**config.mk**
```make
export PLATFORM = sky130hd
export DESIGN_NAME = uart_rx_deserializer
export DESIGN_NICKNAME = d
export VERILOG_FILES = /design/src/rtl/uart_pkg.sv /design/src/rtl/sync_ff.sv /design/src/rtl/uart_rx_deserializer.sv
export SDC_FILE = /design/constraint.sdc
export NUM_CORES = 1
export LEC_CHECK = 0
export BUFFER_PORTS_ARGS = -buffer_cell sky130_fd_sc_hd__buf_4
export CORE_MARGIN = 1
export CORE_UTILIZATION = 55
export CTS_CLUSTER_DIAMETER = 100
export CTS_CLUSTER_SIZE = 16
export DETAILED_ROUTE_END_ITERATION = 12
export GPL_ROUTABILITY_DRIVEN = 1
export HOLD_SLACK_MARGIN = 0.1
export PLACE_DENSITY = 0.72
export SLEW_MARGIN = 20
export SYNTH_ARGS = -nofsm -noshare
export SYNTH_HDL_FRONTEND = slang
export SYNTH_SLANG_ARGS = --single-unit
```
**constraint.sdc**
```tcl
create_clock -name CLK -period 6.6 [get_ports CLK]
set_input_delay 0.33 -clock CLK [delete_from_list [all_inputs] [get_ports CLK]]
set_output_delay 0.33 -clock CLK [all_outputs]
set_load 0.01 [all_outputs]
```
**src/rtl/uart_pkg.sv**
```systemverilog
// Shared UART definitions for the RX deserializer and TX stage: frame width, FSM states, bit timing.
// Pure declarations; no logic, no latency.
package uart_pkg;

  localparam int UART_DATA_BITS = 8;

  typedef enum logic [2:0] {
    IDLE,
    START,
    DATA,
    STOP,
    WAIT_HIGH
  } uart_rx_state_e;

  function automatic int cycles_per_bit(input int clk_freq, input int baud);
    return clk_freq / baud;
  endfunction

endpackage

```
**src/rtl/sync_ff.sv**
```systemverilog
// STAGES-deep single-bit synchronizer for asynchronous pins; STAGES cycles latency.
// No backpressure; the output simply follows the pin after the flop chain.
module sync_ff #(
  parameter int   STAGES  = 2,
  parameter logic RST_VAL = 1'b1
) (
  input  logic clk,
  input  logic rst_n,
  input  logic d,
  output logic q
);

  logic [STAGES-1:0] sync_q;
  logic [STAGES-1:0] sync_d;

  always_comb begin
    sync_d = {sync_q[STAGES-2:0], d};
  end

  always_ff @(posedge clk or negedge rst_n) begin
    if (!rst_n) begin
      sync_q <= {STAGES{RST_VAL}};
    end else begin
      sync_q <= sync_d;
    end
  end

  assign q = sync_q[STAGES-1];

endmodule

```
**src/rtl/uart_rx_deserializer.sv**
```systemverilog
// UART 8N1 receiver: byte valid SYNC_STAGES+1 cycles after the stop-bit midpoint.
// One-entry holding register; a byte finishing while it is full and not being accepted is dropped with OVERRUN.
module uart_rx_deserializer
  import uart_pkg::*;
#(
  parameter int CLK_FREQ    = 48_000_000,
  parameter int BAUD_RATE   = 115_200,
  parameter int SYNC_STAGES = 2
) (
  input  logic       CLK,
  input  logic       RST_N,
  input  logic       UART_RX,
  output logic [7:0] RX_DATA,
  output logic       RX_VALID,
  input  logic       RX_READY,
  output logic       FRAME_ERR,
  output logic       OVERRUN
);

  localparam int CYCLES_PER_BIT = cycles_per_bit(CLK_FREQ, BAUD_RATE);
  localparam int HALF_BIT       = CYCLES_PER_BIT / 2;
  localparam int CNT_W          = $clog2(CYCLES_PER_BIT) + 1;

  localparam logic [CNT_W-1:0] HALF_LAST = CNT_W'(HALF_BIT - 1);
  localparam logic [CNT_W-1:0] BIT_LAST  = CNT_W'(CYCLES_PER_BIT - 1);
  localparam logic [2:0]       IDX_LAST  = 3'(UART_DATA_BITS - 1);

  logic rx_sync;

  sync_ff #(
    .STAGES (SYNC_STAGES),
    .RST_VAL(1'b1)
  ) u_rx_sync (
    .clk  (CLK),
    .rst_n(RST_N),
    .d    (UART_RX),
    .q    (rx_sync)
  );

  uart_rx_state_e            state_q,     state_d;
  logic [CNT_W-1:0]          cnt_q,       cnt_d;
  logic [2:0]                bit_idx_q,   bit_idx_d;
  logic [UART_DATA_BITS-1:0] shreg_q,     shreg_d;
  logic [UART_DATA_BITS-1:0] rx_data_q,   rx_data_d;
  logic                      rx_valid_q,  rx_valid_d;
  logic                      frame_err_q, frame_err_d;
  logic                      overrun_q,   overrun_d;

  always_comb begin
    state_d     = state_q;
    cnt_d       = cnt_q;
    bit_idx_d   = bit_idx_q;
    shreg_d     = shreg_q;
    rx_data_d   = rx_data_q;
    rx_valid_d  = rx_valid_q;
    frame_err_d = 1'b0;
    overrun_d   = 1'b0;

    if (rx_valid_q && RX_READY) begin
      rx_valid_d = 1'b0;
    end

    case (state_q)
      IDLE: begin
        cnt_d     = '0;
        bit_idx_d = '0;
        if (!rx_sync) begin
          state_d = START;
        end
      end
      START: begin
        if (cnt_q == HALF_LAST) begin
          cnt_d = '0;
          // A start bit that is high again at its midpoint was a glitch.
          state_d = rx_sync ? IDLE : DATA;
        end else begin
          cnt_d = cnt_q + 1'b1;
        end
      end
      DATA: begin
        if (cnt_q == BIT_LAST) begin
          cnt_d     = '0;
          shreg_d   = {rx_sync, shreg_q[UART_DATA_BITS-1:1]};
          bit_idx_d = bit_idx_q + 3'd1;
          if (bit_idx_q == IDX_LAST) begin
            state_d = STOP;
          end
        end else begin
          cnt_d = cnt_q + 1'b1;
        end
      end
      STOP: begin
        if (cnt_q == BIT_LAST) begin
          cnt_d = '0;
          if (rx_sync) begin
            state_d = IDLE;
            // Accepting the held byte this cycle frees the slot for the new one.
            if (!rx_valid_q || RX_READY) begin
              rx_data_d  = shreg_q;
              rx_valid_d = 1'b1;
            end else begin
              overrun_d = 1'b1;
            end
          end else begin
            state_d     = WAIT_HIGH;
            frame_err_d = 1'b1;
          end
        end else begin
          cnt_d = cnt_q + 1'b1;
        end
      end
      WAIT_HIGH: begin
        cnt_d = '0;
        if (rx_sync) begin
          state_d = IDLE;
        end
      end
      default: begin
        state_d = IDLE;
        cnt_d   = '0;
      end
    endcase
  end

  always_ff @(posedge CLK or negedge RST_N) begin
    if (!RST_N) begin
      state_q     <= IDLE;
      cnt_q       <= '0;
      bit_idx_q   <= '0;
      shreg_q     <= '0;
      rx_data_q   <= '0;
      rx_valid_q  <= 1'b0;
      frame_err_q <= 1'b0;
      overrun_q   <= 1'b0;
    end else begin
      state_q     <= state_d;
      cnt_q       <= cnt_d;
      bit_idx_q   <= bit_idx_d;
      shreg_q     <= shreg_d;
      rx_data_q   <= rx_data_d;
      rx_valid_q  <= rx_valid_d;
      frame_err_q <= frame_err_d;
      overrun_q   <= overrun_d;
    end
  end

  assign RX_DATA   = rx_data_q;
  assign RX_VALID  = rx_valid_q;
  assign FRAME_ERR = frame_err_q;
  assign OVERRUN   = overrun_q;

endmodule
```
# Word-level counts from Yosys, hierarchy flattened
# Index checks and enable logic that the tools add are counted.
[totals]
wordCells = 60
register_bits = 37
out_inout_bits = 11
inputBits = 4
[op_classes]
muxes = 26
reduce_logical = 10
addsub = 2
n_eq_ne = 13
[ops]
columns = ["cell", "count"]
rows = [
  ["$mux W3", 8],
  ["$mux W10", 2],
  ["$pmux W10 S2", 1],
  ["$pmux W3 S5", 1],
  ["$mux W1", 12],
  ["$add A10 B1 Y10 const B", 1],
  ["$eq A10 B8 Y1 const B", 1],
  ["$eq A10 B9 Y1 const B", 1],
  ["$ne A2 B2 Y1 const B", 5],
  ["$eq A3 B2 Y1 const B", 2],
  ["$eq A3 B3 Y1 const B", 2],
  ["$pmux W3 S2", 1],
  ["$reduce_and A6 Y1", 1],
  ["$reduce_and A2 Y1", 2],
  ["$reduce_and A4 Y1", 1],
  ["$add A3 B1 Y3 const B", 1],
  ["$eq A3 B1 Y1 const B", 1],
  ["$logic_not A3 Y1", 1],
  ["$mux W2", 1],
  ["$ne A2 B1 Y1 const B", 1],
  ["$reduce_bool A2 Y1", 1],
  ["$reduce_or A2 Y1", 1],
  ["$logic_and A1 B1 Y1", 1],
  ["$logic_not A1 Y1", 1],
  ["$logic_or A1 B1 Y1", 1],
]

# Logic depth before layout (Yosys ltp)
# Gate-level depths: netlist (run 1).
[logic_depth]
ltp_word = 6
ltp_mapped = 6
mapped_depth_nobuf = 5

# Modules after synthesis
# A second synthesis (run 1) with hierarchy kept.
[unflattened]
cells_unflattened = 140
hier_area_um2 = 1666.6
[modules_own_cells]
columns = ["mod", "area_each_um2", "seq_area_each_um2", "n_inst", "cells_each"]
rows = [
  ["uart_rx_deserializer", 1614.0, 875.8, 1, 138],
  ["sync_ff", 52.6, 52.6, 1, 2],
]

# Worst setup path after synthesis (run 1)
# OpenSTA, ideal clock, no wires.
[synth_path]
kind = "flip-flop to flip-flop"
start = "reg cnt_q[5]"
end = "reg rx_data_q[0], in the netlist RX_DATA[0]"
setup_ps = 125
stages_incl_launch_ff = 6
slack_ps = 4481
synth_period_minus_slack_ps = 2119
arrival_ps = 1995
required_ps = 6475
path_buffers = 1
path_cell_list = "dfrtp_1 or3b_4 nor4b_4 and4bb_1 buf_6 mux2_2"
[synth_between]
elab_chain_len = 2
[synth_rtl]
columns = ["item", "line_no", "text"]
rows = [
  ["start, declared", "uart_rx_deserializer.sv:41", "logic [CNT_W-1:0] cnt_q, cnt_d;"],
  ["start signal, assigned", "uart_rx_deserializer.sv:137", "cnt_q <= cnt_d;"],
  ["$eq A10 B9 Y1", "uart_rx_deserializer.sv:93", "if (cnt_q == BIT_LAST) begin"],
  ["$reduce_and A4 Y1 (no source line)", "n/a", ""],
  ["end signal, assigned", "uart_rx_deserializer.sv:140", "rx_data_q <= rx_data_d;"],
  ["end, declared", "uart_rx_deserializer.sv:44", "logic [UART_DATA_BITS-1:0] rx_data_q, rx_data_d;"],
]
# Every way passes these cells.
# A chain may end at the register's enable or synchronous reset.

# Worst setup path in the final report (run 1)
[layout_path]
start = "reg cnt_q[5]"
end = "reg rx_data_q[1], in the netlist RX_DATA[1]"
# Same word-level chain as after synthesis.

==> summary.txt, run 1 <==
Placed design
  • DP HPWL: about 1900 µm
  • Placed cell count: 179
  • IO buf count: 14
  • Placed Area: approximately 1800 µm²
  • Placer Congestion: 0.771

Route
  • Via count: about 1100
  • Vias per inst: 5.71
  • WL met2: between 1000 and 1500 µm
  • 1st-pass router iterations: 8
  • Top sig layer: met4
  • Met1 wire length: 1290 µm
  • WL met3: 91 µm
  • Antenna viol nets, final: 0
  • Total Routed Length: 2730 µm
  • Routed len/inst: 14.4 µm
  • Number of remaining DRC errors: 2
  • Initial DRC count: 46

Global routing
  • GRT Total Usage: between 20% and 30%
  • Vias in the first global route: 1086
  • GRT overflow: 0
  • First-pass GRT wire length: 4980 µm
  • Largest net degree at the start of global routing: 38
  • Initial antenna violation count: 0

Timing
  • Max Fclk: 410 MHz
  • Tmin final: 2.44 ns
  • Post-route clock period utilization: about 37%
  • Worst clock skew: 0.00732 ns
  • # setup viols final: 0
  • Worst slew pin tran: 0.531 ns
  • RSZ-0062 raised after global routing: no
  • Hold slack: 0.295 ns
  • Max Slew Vio Count: 0
  • Final hold violations: 0
  • Setup TNS: 0 ns
  • Max-slew headroom: around 64%

Critical path
  • Worst reg2reg path endpoint: RX_DATA[1]
  • R2R cell count: 4
  • CP max stage cell: nor4b_4
  • Critical path fanouts, max: 10
  • CP Launch Type: flop
  • Crit path capture type: flop
  • R2R setup slack: ~4.2 ns
  • Worst r2r src: cnt_q[5]
  • WP data required: 6.83 ns
  • Crit path to: RX_DATA[1]
  • Crit Path Class: flop to flop
  • Critical Path AT: 2.67 ns
  • Origin of the worst setup path: cnt_q[5]
  • Slowest cell delay on critical path: 0.53 ns
  • Critical Path, Cell by Cell: or3b_4 > nor4b_4 > and4bb_1 > mux2_2

Run status
  • Failing checks: DRC
  • Status: finished, violations left

Floorplanning
  • Cell Rows: 19
  • Die H: 56.7 µm
  • Core Region: 2810 µm²
  • Initial Util: 58.6%
  • Die width: roughly 57 µm
  • Area of the die: approximately 3200 µm²
  • IO Pins: 15

Run
  • Max cap viols: 0

Synth
  • Synth warn: 0
  • Syn Std Cell Area: 1640 µm²
  • Main area contributors after synthesis: dfrtp_1 (53%), mux2_2 (11%), nor2_1 (4.6%)
  • Sequential cell area fraction in the yosys report: 56.5%
  • Avg Cell Area, Syn: 11.9 µm²
  • Area leader, netlist: dfrtp_1
  • FF+latch count, synth: 37
  • Synthesized Nets: 145
  • Cells after synthesis: 138
  • Count of different cell masters after synthesis: 32
  • Synth top area share: between 50 and 60%

Final layout
  • Cell area after layout: ~1900 µm²
  • Final core utilization: approximately 67%
  • Final nets: 164
  • P&R area growth vs syn: 13.8%
  • Fraction of layout cells with a size suffix above 1: 28.5%
  • Final std cells w/o fill: 189
  • Antenna fix cells: 0

Clock network
  • Post-CTS setup buffers: 0
  • CTS sink count: 37
  • Worst-case clock buffer depth: 2
  • Clock latency on the worst-skew pair: 0.33 ns
  • Reg clk slew, reported paths: roughly 0.11 ns
  • H-tree Lvls: 2
  • CTS tree: done
  • TritonCTS buffer count: 5
  • Clock root cell: clkbuf_4

Power
  • Pwr dens: around 210 nW/µm²
  • Maximum VDD drop: 0.125 mV
  • Static Leak: 0.885 nW

Min path
  • Hold/Removal Path Class: input port to flop
==> logic make-up after synthesis <==
kind of cell    synth area share [%]
compound gates                  6.32
xor+xnor                        4.26
fa+ha+maj                       2.28
buf+inv                         2.05
flops                           56.5
mux                             11.0
simple gates                    17.7
==> worst min path at each step <==
stage / from / to / slack [ns] / depth (start not counted)
final: RX_READY / OVERRUN / 0.29 / 3
after global routing: RX_READY / OVERRUN / 0.29 / 3
after CTS: RX_READY / OVERRUN / 0.28 / 3
after detailed placement: RST_N / bit_idx_q[2] / 0.31 / 1
after global placement: RST_N / state_q[0] / 0.31 / 1
after floorplan: RST_N / FRAME_ERR / 0.03 / 0
==> stage by stage <==
stage	total power, mW	worst slack, ns
finish	0.396	4.16
global route	0.411	4.03
CTS	0.401	4.16
detailed placement	0.239	4.18
global placement	0.238	4.22
floorplan	0.233	4.48
==> layout by cell type (no fill, tap or decap), types with 3 or more instances in the layout <==
cell      Yosys  routed
dfrtp_1      35      35
mux2_2       16      16
nand3_1       6       6
nand4_1       5       5
nor2_1       20      20
clkbuf_4      0       5
o21ai_0       4       4
o211ai_1      3       3
ha_1          3       3
buf_4         0      14
nor3_1        3       3
xnor2_1       6       6
inv_1         3       3
nand2_1       8       8
==> power breakdown <==
part	switching [mW]	internal (mW)	total [mW]
Clock	0.0712	0.0905	0.162
Combinational	0.00443	0.00205	0.00648
Sequential	0.000647	0.228	0.228
==> registers in the layout, summed over array words and instances, names as in the netlist <==
signal            flops
u_rx_sync.sync_q      2
OVERRUN               1
bit_idx_q             3
FRAME_ERR             1
RX_VALID              1
shreg_q               8
RX_DATA               8
cnt_q                10
state_q               3
==> cells in the mapped netlist <==
cell,instances
xor2_1,2
nor2b_1,2
nor3b_1,1
a32o_1,1
inv_1,3
nand4b_1,1
nand3_2,1
clkbuf_1,3
or3b_4,1
nand4_1,5
nor4b_4,1
nand3_1,6
nand2_1,8
o21bai_1,1
nor3_1,3
and2_1,1
nand2b_1,1
a31o_2,1
nor2_1,20
ha_1,3
o211ai_1,3
a32oi_1,2
dfrtp_1,35
dfstp_2,2
o31ai_1,1
mux2_2,16
and4bb_1,1
xnor2_1,6
or4b_2,1
o21ba_2,1
buf_6,1
o21ai_0,4
==> timing repair <==
| action | CTS | global route |
|---|---|---|
| resized for setup | 0 | 0 |
| hold buffers | 2 | 0 |
| hold endpoints to repair | 36 | 0 |
| setup endpoints to repair | 0 | 0 |
==> critical path, delay by kind of cell (launching register included) <==
kind             cells  cell delay (ns)
multiplexers         1             0.39
flip-flops           1             0.45
AND/OR/NAND/NOR      3             1.49
==> final cells by class <==
class | instances | area (µm²)
sequential | 37 | 928
clock inverter | 1 | 30.0
fill | 227 | 935
multi-input combinational | 94 | 682
timing repair buffer | 16 | 125
inverter | 3 | 11.3
tap | 31 | 38.8
clock buffer | 7 | 55.1
==> metal layers <==
| layer | track usage (%) | vias to the layer above |
|---|---|---|
| met5 | 0 | - |
| met4 | 6.43 | 0 |
| met3 | 6.45 | 6 |
| met2 | 31.6 | 15 |
| met1 | 27.7 | 532 |
| li1 | - | 526 |
Note: power is estimated with default switching activity, not from simulation.
==> run 2: changes to the inputs <==
--- a/config.mk
+++ b/config.mk
@@ -5,9 +5,10 @@
 export SDC_FILE = /design/constraint.sdc
 export NUM_CORES = 1
 export LEC_CHECK = 0
+export ABC_AREA = 1
 export BUFFER_PORTS_ARGS = -buffer_cell sky130_fd_sc_hd__buf_4
 export CORE_MARGIN = 1
-export CORE_UTILIZATION = 55
+export CORE_UTILIZATION = 53
 export CTS_CLUSTER_DIAMETER = 100
 export CTS_CLUSTER_SIZE = 16
 export DETAILED_ROUTE_END_ITERATION = 12
==> constraint.sdc (replaced) <==
create_clock -name CLK -period 2 [get_ports CLK]
set_input_delay 0.1 -clock CLK [delete_from_list [all_inputs] [get_ports CLK]]
set_output_delay 0.1 -clock CLK [all_outputs]
set_load 0.01 [all_outputs]
==> run 2 against run 1 <==
  * The run now ends clean
  * Non-clock buffer count increased by 1
  * Clock power increased to 2.6 times the previous value
  * Flip-flop and latch count unchanged
  * Clock skew about the same
  * Critical path type unchanged
  * Via count increased by 27%
  * Die area increased by 16%
==> summary.txt, run 2 <==
Synth
  • Area leader, netlist: dfrtp_1
  • Syn Std Cell Area: 1840 µm²
  • Post-Synth Adder-Cell Area: 2.04%
  • Sequential cell area fraction in the yosys report: 50.4%
  • Post-Synth XOR/XNOR Area: about 2.4%
  • Main area contributors after synthesis: dfrtp_1 (48%), nand2_1 (11%), o21ai_2 (7.6%)
  • FF+latch count, synth: 37
  • Compound-Gate Fraction of Synth Area: about a tenth
  • Dominant synthesized flop cell: dfrtp_1
  • Commonest cells post-synth: nand2_1 (52), dfrtp_1 (35), inv_1 (26)
  • Count of different cell masters after synthesis: 25
  • Simple-gate share of the synthesized area: 27.4%
  • Cells after synthesis: 203
  • EDFF count, synth: 0
  • Synth top area share: between 40% and 50%
  • Largest family of logic cells by synthesized area: simple AND/OR/NAND/NOR gates
  • Cell with the most instances after synthesis: nand2_1
  • Synthesized Nets: 210
  • Asr flop ratio synth: 100%
  • Multiplexer area fraction after synthesis: 0%
  • Avg Cell Area, Syn: 9.07 µm²
  • Synth warn: 0

Route
  • Number of remaining DRC errors: 0
  • Antenna viol nets, final: 0
  • Total Routed Length: about 3300 µm
  • Via count: 1375
  • Routed len/inst: ~12 µm
  • Vias per inst: 5.09
  • 1st-pass router iterations: 4
  • Initial DRC count: 56

Placed design
  • Placer Congestion: ~0.9
  • DP HPWL: 2410 µm
  • IO buf count: 14
  • Place WS: 0.354 ns

Timing
  • RSZ-0062 raised after global routing: no
  • # setup viols final: 0
  • Post-route clock period utilization: between 80% and 90%
  • Final hold violations: 0
  • Max Fclk: 599 MHz
  • Max-slew headroom: 69.7%
  • Setup TNS: 0 ns
  • Max Slew Vio Count: 0
  • Worst slew pin tran: about 0.46 ns
  • Worst clock skew: 0.00775 ns
  • Hold slack: roughly 0.22 ns
  • PnR worst setup slack: about 0.33 ns
  • Tmin final: 1.67 ns

Min path
  • Hold/Removal Path Class: input port to async pin

Clock network
  • Clock root cell: clkbuf_4
  • Reg clk slew, reported paths: approximately 0.11 ns
  • H-tree Lvls: 2
  • Post-CTS Hold Buffers: 3
  • CTS sink count: 37
  • Post-CTS resize count: 0
  • Worst-case clock buffer depth: 2
  • Post-CTS setup buffers: 0
  • TritonCTS buffer count: 5
  • Clock latency on the worst-skew pair: between 0.3 and 0.4 ns
  • CTS tree: done

Critical path
  • Crit path capture type: flop
  • CP Launch Type: flop
  • Crit Path Class: flop to flop
  • WP data required: 2.24 ns
  • Critical Path AT: roughly 1.9 ns
  • Critical path fanouts, max: 13

Final layout
  • Most frequent cells in the layout: nand2_1 (52), dfrtp_1 (35), inv_1 (26)
  • P&R area growth vs syn: 12.2%
  • Number of flip-flops in the largest register: 10
  • Commonest non-fill, non-tap cell in the layout: nand2_1
  • Final core utilization: roughly 62%
  • Final nets: 230
  • Antenna fix cells: 0
  • Largest Register: cnt_q
  • Fillers: 305
  • Fraction of layout cells with a size suffix above 1: 22.8%

Floorplanning
  • Die width: between 60 and 70 µm
  • Initial Util: 55.2%
  • Die H: 60.9 µm
  • IO Pins: 15
  • Core Region: 3340 µm²
  • Area of the die: around 3700 µm²
  • Cell Rows: 21

Global routing
  • Vias in the first global route: 1265
  • GRT Total Usage: 20.8%
  • Initial antenna violation count: 0
  • GRT overflow: 0
  • Largest net degree at the start of global routing: 38
  • First-pass GRT wire length: 5430 µm

Run status
  • Status: finished, final reports clean

Power
  • Pwr dens: roughly 580 nW/µm²
  • Power Total: roughly 1.2 mW
  • Maximum VDD drop: around 0.44 mV
  • Static Leak: 1.03 nW

Run
  • Max cap viols: 0
==> run 2: changes by cell type after synthesis, sizes merged, moves of 3 or more <==
cell | before | now
nand3 | 7 | 20
buf | 1 | 4
o21ai | 4 | 17
mux2 | 16 | 0
clkbuf | 3 | 0
nor2 | 20 | 16
inv | 3 | 27
o211ai | 3 | 0
xnor2 | 6 | 1
nand2 | 8 | 55
a21oi | 0 | 8
==> run 2: worst max-delay path: stages, from the launching register on <==
cell and delay [ns]:
dfrtp_1 0.39, ha_1 0.26, nand3_4 0.15, nor2_1 0.13, nand2_1 0.06, nand2_1 0.29
nand3_1 0.15, nand2_1 0.08, nand2_1 0.05
==> run 2: per-stage QoR <==
step,cells,area (µm²)
final,270,2070
after floorplan,203,1840
after CTS,270,2070
after detailed placement,259,1970
after global placement,259,1970
after global routing,270,2070
==> run 2: routing by layer <==
layer	part of all wire, %	global-route usage, %
met5	0	0
met2	50	34.1
met4	1.6	8.77
met1	44	25.4
met3	4.2	6.40
==> run 2: final cells by class <==
class / instances / area [µm²] / area share [%]
Clock buffer: 6 / 51.3 / 2.48
Clock inverter: 2 / 13.8 / 0.666
Timing Repair Buffer: 17 / 135 / 6.54
Multi-Input combinational cell: 135 / 778 / 37.7
Tap cell: 46 / 57.6 / 2.79
Sequential cell: 37 / 928 / 44.9
Inverter: 27 / 101 / 4.91
==> run 2: kinds of logic after synthesis <==
logic type               Yosys count
AND/OR/NAND/NOR                  101
flip-flops                        37
buffers and inverters             31
AO/OA/AOI/OAI                     26
XOR/XNOR                           5
adder cells (fa/ha/maj)            3
==> run 2: worst paths after layout <==
| path | start | endpoint | slack (ns) | cells after the start |
|---|---|---|---|---|
| max | cnt_q[0] | state_q[0] | 0.33 | 8 |
| min in group CLK | u_rx_sync.sync_q[0] | u_rx_sync.sync_q[1] | 0.37 | 0 |
| min reg2reg | u_rx_sync.sync_q[0] | u_rx_sync.sync_q[1] | 0.37 | 0 |
| max in group asynchronous | RST_N | u_rx_sync.sync_q[1] | 1.41 | 2 |
| max reg2reg | cnt_q[0] | state_q[0] | 0.33 | 8 |
| min | RST_N | RX_VALID | 0.22 | 2 |
==> run 2: where the power goes <==
group | internal, mW | total, mW | switching (mW) | leakage [nW]
clock | 0.171 | 0.418 | 0.247 | 0.0382
sequential | 0.751 | 0.753 | 0.00178 | 0.495
combinational | 0.00835 | 0.0252 | 0.0168 | 0.494
total | 0.931 | 1.20 | 0.265 | 1.03
==> run 3: changes to the inputs <==
==> constraint.sdc (replaced) <==
create_clock -name CLK -period 1.51 [get_ports CLK]
set_input_delay 0.0755 -clock CLK [delete_from_list [all_inputs] [get_ports CLK]]
set_output_delay 0.0755 -clock CLK [all_outputs]
set_load 0.01 [all_outputs]
==> run 3 against run 2 <==
  * Count of clock-buffer cells in the layout did not move
  * Fmax grew 14%
  * Register-to-register slack lost 0.29 ns
  * Clock power grew 63%
  * Die area is the same
  * Cell area rose by 9.4%
  * Cell count increased by 5.2%
  * Critical path depth stayed put
  * Utilization up 5.8 points
  * Hold slack improved by 0.012 ns
  * Combinational power is 44% higher
  * Largest power group unchanged
==> summary.txt, run 3 (synthesized netlist as in run 2, its figures left out) <==
Route
  • 1st-pass router iterations: 4
  • Routed len/inst: ~13 µm
  • Via count: 1429
  • Vias per inst: ~5
  • Initial DRC count: 99
  • WL met2: a little under 2000 µm
  • Antenna viol nets, final: 0
  • Total Routed Length: between 3000 and 4000 µm
  • WL met3: 99 µm
  • Top sig layer: met4
  • Number of remaining DRC errors: 0
  • Met1 wire length: 1630 µm

Final layout
  • Fraction of layout cells with a size suffix above 1: ~31%
  • Commonest non-fill, non-tap cell in the layout: nand2_1
  • Antenna fix cells: 0
  • Fillers: 293
  • Largest Register: cnt_q
  • Number of flip-flops in the largest register: 10
  • Final core utilization: 67.8%
  • P&R area growth vs syn: 22.8%
  • Final nets: 244
  • Most frequent cells in the layout: nand2_1 (50), dfrtp_1 (32), inv_1 (26), buf_4 (26), nand3_1 (17)

Floorplanning
  • Die H: between 60 and 70 µm
  • IO Pins: 15
  • Cell Rows: 21
  • Area of the die: 3710 µm²
  • Die width: 60.9 µm
  • Core Region: 3340 µm²
  • Initial Util: 55.2%

Clock network
  • CTS tree: done
  • Clock latency on the worst-skew pair: between 0.3 and 0.4 ns
  • Worst-case clock buffer depth: 2
  • TritonCTS buffer count: 5
  • H-tree Lvls: 2
  • Reg clk slew, reported paths: ~0.11 ns
  • Clock root cell: clkbuf_4
  • CTS sink count: 37

Timing
  • Worst clock skew: approximately 0.008 ns
  • RSZ-0062 raised after global routing: yes
  • Hold slack: roughly 0.23 ns
  • Setup TNS: 0 ns
  • Worst slew pin tran: 0.460 ns
  • Max-slew headroom: between 60% and 70%
  • # setup viols final: 0
  • Max Fclk: roughly 680 MHz
  • Post-route clock period utilization: 97.2%
  • Final hold violations: 0
  • Tmin final: 1.47 ns
  • Max Slew Vio Count: 0

Placed design
  • IO buf count: 14
  • DP HPWL: 2510 µm
  • Placer Congestion: 0.835

Critical path
  • Crit Path Class: flop to flop
  • CP Launch Type: flop
  • R2R setup slack: 0.04 ns
  • CP max stage cell: dfrtp_2
  • Critical Path, Cell by Cell: nand2_1 > inv_1 > nand3_4 > nor2_8 > nand2_8 > buf_12 > nand2_1 > o21ai_2
  • Crit path capture type: flop
  • Critical path fanouts, max: 14
  • Cell mode on critical path: nand2_1
  • Worst r2r src: cnt_q[7]
  • Origin of the worst setup path: cnt_q[7]
  • Slowest cell delay on critical path: 0.43 ns
  • WP data required: 1.76 ns
  • Critical Path AT: 1.71 ns

Power
  • Pwr dens: 758 nW/µm²
  • Power Total: ~1.7 mW
  • Maximum VDD drop: 0.577 mV
  • Static Leak: approximately 1.1 nW

Min path
  • Hold/Removal Path Class: input port to async pin

Global routing
  • Vias in the first global route: 1305
  • GRT overflow: 0
  • First-pass GRT wire length: about 5500 µm
  • Initial antenna violation count: 0
  • GRT Total Usage: 21.0%
  • Largest net degree at the start of global routing: 38

Run status
  • Status: finished, final reports clean

Run
  • Max cap viols: 0
-- run 3: changes by cell type in the layout (fill, tap and decap cells not counted), moves of 2 or more --
cell | before | now
nand2_1 | 52 | 50
nor2_1 | 12 | 10
buf_4 | 14 | 26
dfrtp_2 | 0 | 3
dfrtp_1 | 35 | 32
-- run 3: worst max-delay path, delay by kind of cell, from the launching register on --
family	cells	cell delay [ns]
simple gates	5	0.59
flops	1	0.43
buf+inv	2	0.29
compound gates	1	0.05
-- run 3: path summary, 6_finish.rpt --
kind / end / cells past startpoint
min reg2reg: u_rx_sync.sync_q[1] / 0
min in group CLK: u_rx_sync.sync_q[1] / 0
max: shreg_q[0] / 8
max in group asynchronous: u_rx_sync.sync_q[1] / 2
min: RX_DATA[0] / 2
max reg2reg: shreg_q[0] / 8
-- run 3: metrics by stage --
| stage | instance area, µm² | worst slack (ns) | cells |
|---|---|---|---|
| final | 2260 | 0.0430 | 284 |
| after global routing | 2260 | -0.0890 | 284 |
| after CTS | 2150 | 0.000388 | 279 |
| after detailed placement | 2040 | 0.00637 | 268 |
| after global placement | 2040 | 0.0379 | 268 |
| after floorplan | 1840 | 0.145 | 203 |
-- run 3: cell type report --
class	count	area, µm²	area share [%]
Multi-Input combinational cell	136	842	37.2
Clock inverter	2	38.8	1.72
Timing Repair Buffer	30	245	10.8
Tap cell	46	57.6	2.55
Sequential cell	37	932	41.2
Inverter	27	104	4.59
Clock buffer	6	41.3	1.83
-- run 3: report_power, final --
group          switching (mW)  internal, mW
Combinational          0.0236        0.0128
Clock                   0.328         0.352
Sequential            0.00217         0.995
Total                   0.353          1.36
-- run 3: layer usage --
layer | GRT usage, % | vias to the layer above
met5 | 0 | -
met4 | 7.14 | 0
met3 | 6.18 | 6
met2 | 36.3 | 19
met1 | 25.2 | 686
li1 | - | 718
-- run 3: repair_timing --
action                                 in CTS  in global routing
resized for setup                           2                 13
endpoints found under the hold margin      40                  0
setup buffers                               0                  4
cloned                                      0                  1
pin swaps                                   0                  3
setup endpoints to repair                   3                 22
hold buffers                                3                  0
